### config.mk
export PLATFORM = sky130hd
export DESIGN_NAME = rr_dispatcher
export DESIGN_NICKNAME = d
export VERILOG_FILES = /design/src/rtl/rr_pkg.sv /design/src/rtl/rr_dispatch_pick.sv /design/src/rtl/rr_dispatcher.sv
export SDC_FILE = /design/constraint.sdc
export NUM_CORES = 1
export LEC_CHECK = 0
export CORE_ASPECT_RATIO = 0.6
export CORE_UTILIZATION = 40
export CTS_CLUSTER_DIAMETER = 200
export DETAILED_ROUTE_END_ITERATION = 12
export PLACE_DENSITY = 0.72
export SKIP_CTS_REPAIR_TIMING = 1
export SLEW_MARGIN = 20
export SYNTH_ARGS = -nofsm -noshare
export SYNTH_HDL_FRONTEND = slang
export SYNTH_SLANG_ARGS = --single-unit
### constraint.sdc
create_clock -name clk -period 11.05 [get_ports clk]
set_clock_uncertainty 0.05 [all_clocks]
set_input_delay 3.315 -clock clk [delete_from_list [all_inputs] [get_ports clk]]
set_output_delay 3.315 -clock clk [all_outputs]
set_load 0.005 [all_outputs]
### src/rtl/rr_pkg.sv
// Shared helpers for the round-robin arbiter and dispatcher blocks:
// pointer wrap-increment and one-hot to index conversion.
package rr_pkg;

   // Widest one-hot vector the index helper accepts. Channel counts above this
   // need a wider helper.
   localparam int unsigned RR_MAX_N = 64;

   // Advance a round-robin index by one, wrapping n-1 back to 0. The modulus
   // can be any value, not only a power of two.
   function automatic int unsigned rr_wrap_inc(input int unsigned idx,
                                               input int unsigned n);
      return (idx == n - 32'd1) ? 32'd0 : idx + 32'd1;
   endfunction

   // OR-reduce form: the result is only meaningful for a one-hot or zero
   // input. A zero input gives index 0.
   function automatic int unsigned onehot_to_idx(input logic [RR_MAX_N-1:0] onehot);
      int unsigned idx;
      idx = 32'd0;
      for (int unsigned i = 0; i < RR_MAX_N; i++) begin
         if (onehot[i]) idx = idx | i;
      end
      return idx;
   endfunction

endpackage

### src/rtl/rr_dispatch_pick.sv
// Combinational round-robin pick: the first free channel at or after ptr,
// returned both as a one-hot vector and as an index.
module rr_dispatch_pick
   import rr_pkg::*;
#(
   parameter  int unsigned N  = 8,
   localparam int unsigned PW = $clog2(N)
) (
   input  logic [N-1:0]  free,
   input  logic [PW-1:0] ptr,
   output logic [N-1:0]  sel,
   output logic [PW-1:0] sel_idx
);

   logic [2*N-1:0] free_dbl;
   logic [N-1:0]   free_rot;
   logic [N-1:0]   pick_rot;
   logic [2*N-1:0] pick_dbl;

   // The vectors are doubled so that a rotation by any ptr < N stays inside
   // 2N bits. This holds for any N.
   // NOTE: every signal is assigned on every pass through this block, so no
   // latch can be inferred.
   always_comb begin
      free_dbl = {free, free} >> ptr;
      free_rot = free_dbl[N-1:0];
      pick_rot = free_rot & (~free_rot + N'(1));
      pick_dbl = {pick_rot, pick_rot} << ptr;
      sel      = pick_dbl[2*N-1:N];
      sel_idx  = PW'(onehot_to_idx(RR_MAX_N'(sel)));
   end

endmodule

### src/rtl/rr_dispatcher.sv
// Round-robin dispatcher: deals one valid/ready stream across N one-entry
// channel slots. Each word goes to the first free channel at or after rr_ptr.
module rr_dispatcher
   import rr_pkg::*;
#(
   parameter  int unsigned N  = 8,
   parameter  int unsigned DW = 32,
   localparam int unsigned PW = $clog2(N)
) (
   input  logic            clk,
   input  logic            rst_n,
   input  logic            in_valid,
   output logic            in_ready,
   input  logic [DW-1:0]   in_data,
   output logic [N-1:0]    out_valid,
   input  logic [N-1:0]    out_ready,
   output logic [N*DW-1:0] out_data,
   output logic [PW-1:0]   rr_ptr
);

   logic [N-1:0]  full;
   logic [N-1:0]  free;
   logic [N-1:0]  sel;
   logic [PW-1:0] sel_idx;
   logic [PW-1:0] ptr;
   logic          accept;

   // in_ready depends only on registered occupancy. There is no path from
   // out_ready to in_ready.
   assign free     = ~full;
   assign in_ready = |free;
   assign accept   = in_valid & in_ready;

   rr_dispatch_pick #(
      .N (N)
   ) u_pick (
      .free    (free),
      .ptr     (ptr),
      .sel     (sel),
      .sel_idx (sel_idx)
   );

   // The pointer moves only when a word is accepted. Idle or stalled cycles
   // leave it unchanged.
   // NOTE: state is updated with non-blocking assignments. Every flop then
   // samples pre-edge values, whatever order the blocks run in.
   always_ff @(posedge clk or negedge rst_n) begin
      if (!rst_n) begin
         ptr <= '0;
      end else if (accept) begin
         ptr <= PW'(rr_wrap_inc(32'(sel_idx), N));
      end
   end

   for (genvar i = 0; i < N; i++) begin : g_slot
      logic          full_q;
      logic [DW-1:0] data_q;

      // A selected slot is never full. An accept and a drain can therefore
      // never target the same slot on one edge.
      // NOTE: the data register is reset as well, so out_data reads 0 after
      // reset. A drain leaves the stale word in place.
      always_ff @(posedge clk or negedge rst_n) begin
         if (!rst_n) begin
            full_q <= 1'b0;
            data_q <= '0;
         end else if (accept && sel[i]) begin
            full_q <= 1'b1;
            data_q <= in_data;
         end else if (full_q && out_ready[i]) begin
            full_q <= 1'b0;
         end
      end

      assign full[i]               = full_q;
      assign out_data[i*DW +: DW]  = data_q;
   end

   assign out_valid = full;
   assign rr_ptr    = ptr;

endmodule
==> run_results.csv <==
group,metric,value,unit
cts,cts_tree,"built",
critical_path,crit_path_cell_trace,"buf_4, clkdlybuf4s50_1",
timing,min_period,5780,ps
cts,clk_latency,550,ps
layout,fillers,2522,
timing,drv_slew,0,
timing,max_slew_margin,28.0,%
synthesis,synth-async-reset-ratio,100,%
timing,setup_viol,0,
floorplan,std_cell_rows,49,
global_route,grt-ovfl-total,0,
timing,rsz0062_at_grt,"no",
run_status,status,"finished clean",
global_route,grt_start_max_net_pins,181,
power_and_ir_drop,vdd.ir_drop.worst,0.000189,V
timing,hold_viol,0,
synthesis,yosysWarnings,0,
synthesis,synthesis.area,0.0123,mm²
cts,cts_buffer_depth,3,
critical_path,end_kind,"output pin",
synthesis,syn-num-nets,1013,
floorplan,core,0.0301,mm²
floorplan,io_pins,311,
cts,clkTransAtPathRegs,60,ps
critical_path,critPathSlowestCell,"buf_4",
layout,final_util,54.9,%
min_path,hold_path_depth,1,
layout,fin_cells,1656,
placed_design,place.gp.congestion,0.867,
synthesis,ys_types,64,
synthesis,yosys_most_used_dff,"dfrtp_1",
floorplan,die_w,228,µm
job,maxCapViolations,0,
layout,final_cell_area,0.0165,mm²
synthesis,synth_seq_cells,267,
timing,whs,435,ps
critical_path,critPathBufInv,2,
cts,ctsRootBufferMaster,"clkbuf_16",
critical_path,cp.arrival,2420,ps
cts,htreeDepth,1,
timing,worstMarginPinSlew,1080,ps
synthesis,synthCells,968,
layout,syn2layout_area_growth,34.3,%
global_route,track_usage,23.5,%
cts,clock_sinks,267,
floorplan,initial_core_util,40.9,%
critical_path,worstPathMaxFanout,112,
placed_design,dpl.cell_count,1610,
drt,viasPerCell,5.74,
drt,routed_wl,37.5,mm
critical_path,rrSetupSlack,5650,ps
floorplan,die-area,0.0315,mm²
synthesis,seq_area_frac_synth,54.3,%
global_route,antenna_found_initial,0,
drt,initialDrtViolationCount,986,
layout,drive_gt1_share,23.9,%
critical_path,cp_top_family,"buffers and inverters",
critical_path,rr_worst_depth,10,
layout,nets,1275,
placed_design,dp_hpwl,24.2,mm
global_route,grt_pass1_wl,57.3,mm
timing,finalCritPeriodShare,52.3,%
drt,drt_pass1_iterations,5,
synthesis,synth_top_area_cell,"dfrtp_1",
synthesis,ys_top_cells_by_area,"dfrtp_1 54%, mux2_2 20%, a221oi_1 2.3%",
drt,vias,9501,
drt,wl_per_cell,22.6,µm
critical_path,critical_path.max_stage_delay,790,ps
critical_path,crit_required,7690,ps
synthesis,synth_top_area_share,54.3,%
synthesis,synth_edf_count,0,
timing,fmax,0.173,GHz
placed_design,dpl_cell_area,0.0157,mm²
drt,drc,0,
synthesis,postSynthAreaPerCell,12.7,µm²
timing,setup_tns,0,ps
critical_path,worst-path-stages,2,
power_and_ir_drop,pwr_density_cell,336,mW/mm²
cts,numCtsBuffers,26,
power_and_ir_drop,p_leak,6.81,nW
critical_path,worstSetupStartpointType,"flip-flop",
floorplan,die_y,138,µm
min_path,hold_class,"reg -> reg",
placed_design,io_buffer_count,310,
critical_path,critPathKind,"reg -> out",
drt,ant_nets,0,
global_route,grt_pass1_vias,9396,
## layout make-up
cell class	count	area (µm²)	share of cell area, %
clock inverters	12	181	1.10
diodes	1	2.50	0.0151
repair buffers	330	3270	19.8
multi-input cells	574	5080	30.8
clock buffers	33	677	4.10
flip-flops and latches	267	6690	40.5
well taps	408	510	3.09
inverters	31	116	0.704
## layout by cell type, fill, tap and decap left out, drive strengths merged, types with 12 or more instances in the layout
cell type,count
clkdlybuf4s50,309
dfrtp,267
mux2,232
nand2,44
inv,33
clkbuf,33
and3,32
a221oi,32
o311ai,32
a211oi,24
a21oi,22
buf,21
o2111ai,19
nand4,16
o21ai,12
## stage by stage
step,setup WS (ps),total power (W)
floorplan,6210,0.00318
CTS,5280,0.00557
finish,5270,0.00556
detailed placement,4860,0.00463
global route,5160,0.00588
global placement,4960,0.00456
## layer usage
layer	GRT usage [%]	part of all wire (%)	vias to the layer above
met5	0	0	-
met4	5.29	2.0	0
met3	7.40	8.9	55
met2	36.1	44	398
met1	32.4	45	4883
li1	-	-	4165
## cell usage after synthesis (all sizes together), types with 3 or more instances
library cell  count
or4               4
a21oi            22
nand2            44
o221ai            3
nand4            16
a221oi           32
mux4              3
a211o             3
o21ai            12
nor3              3
a31oi             3
o2111ai          19
clkbuf           68
nor4              3
a211oi           24
o311ai           32
a21o              3
mux2            232
a2111oi           5
nor2b             3
buf              28
or2               5
nand2b            4
nor2             10
dfrtp           267
and3             32
o211ai            6
mux2i            10
inv              31
o31ai             3
and2              6
## cells by family (layout without fill, tap and decap cells)
kind of cell	Yosys count	after routing	synth area share [%]
AO/OA/AOI/OAI	187	187	12.1
XOR/XNOR	1	1	0.0712
AND/OR/NAND/NOR	139	139	6.08
flip-flops	267	267	54.3
other	0	1	0
adder cells (fa/ha/maj)	2	2	0.203
buffers and inverters	127	406	4.61
multiplexers	245	245	22.6
## power by group
part           total (W)  internal [W]  switching [W]
Clock           0.000917      0.000530       0.000387
Combinational    0.00283       0.00160        0.00123
Sequential       0.00181       0.00148       0.000323
## worst paths after layout
path / from / to
min in group asynchronous: rst_n / g_slot[3].data_q[4]
hold reg to reg: g_slot[5].data_q[27] / g_slot[5].data_q[27]
setup / recovery: rr_ptr[2] / rr_ptr[2]
hold / removal: g_slot[5].data_q[27] / g_slot[5].data_q[27]
max in group asynchronous: rst_n / g_slot[7].full_q
setup reg to reg: rr_ptr[2] / g_slot[5].data_q[19]
## flip-flops by register name (all words and copies together) (netlist names)
signal	flops
g_slot.data_q	256
g_slot.full_q	8
rr_ptr	3
(Power assumes the default switching activity.)
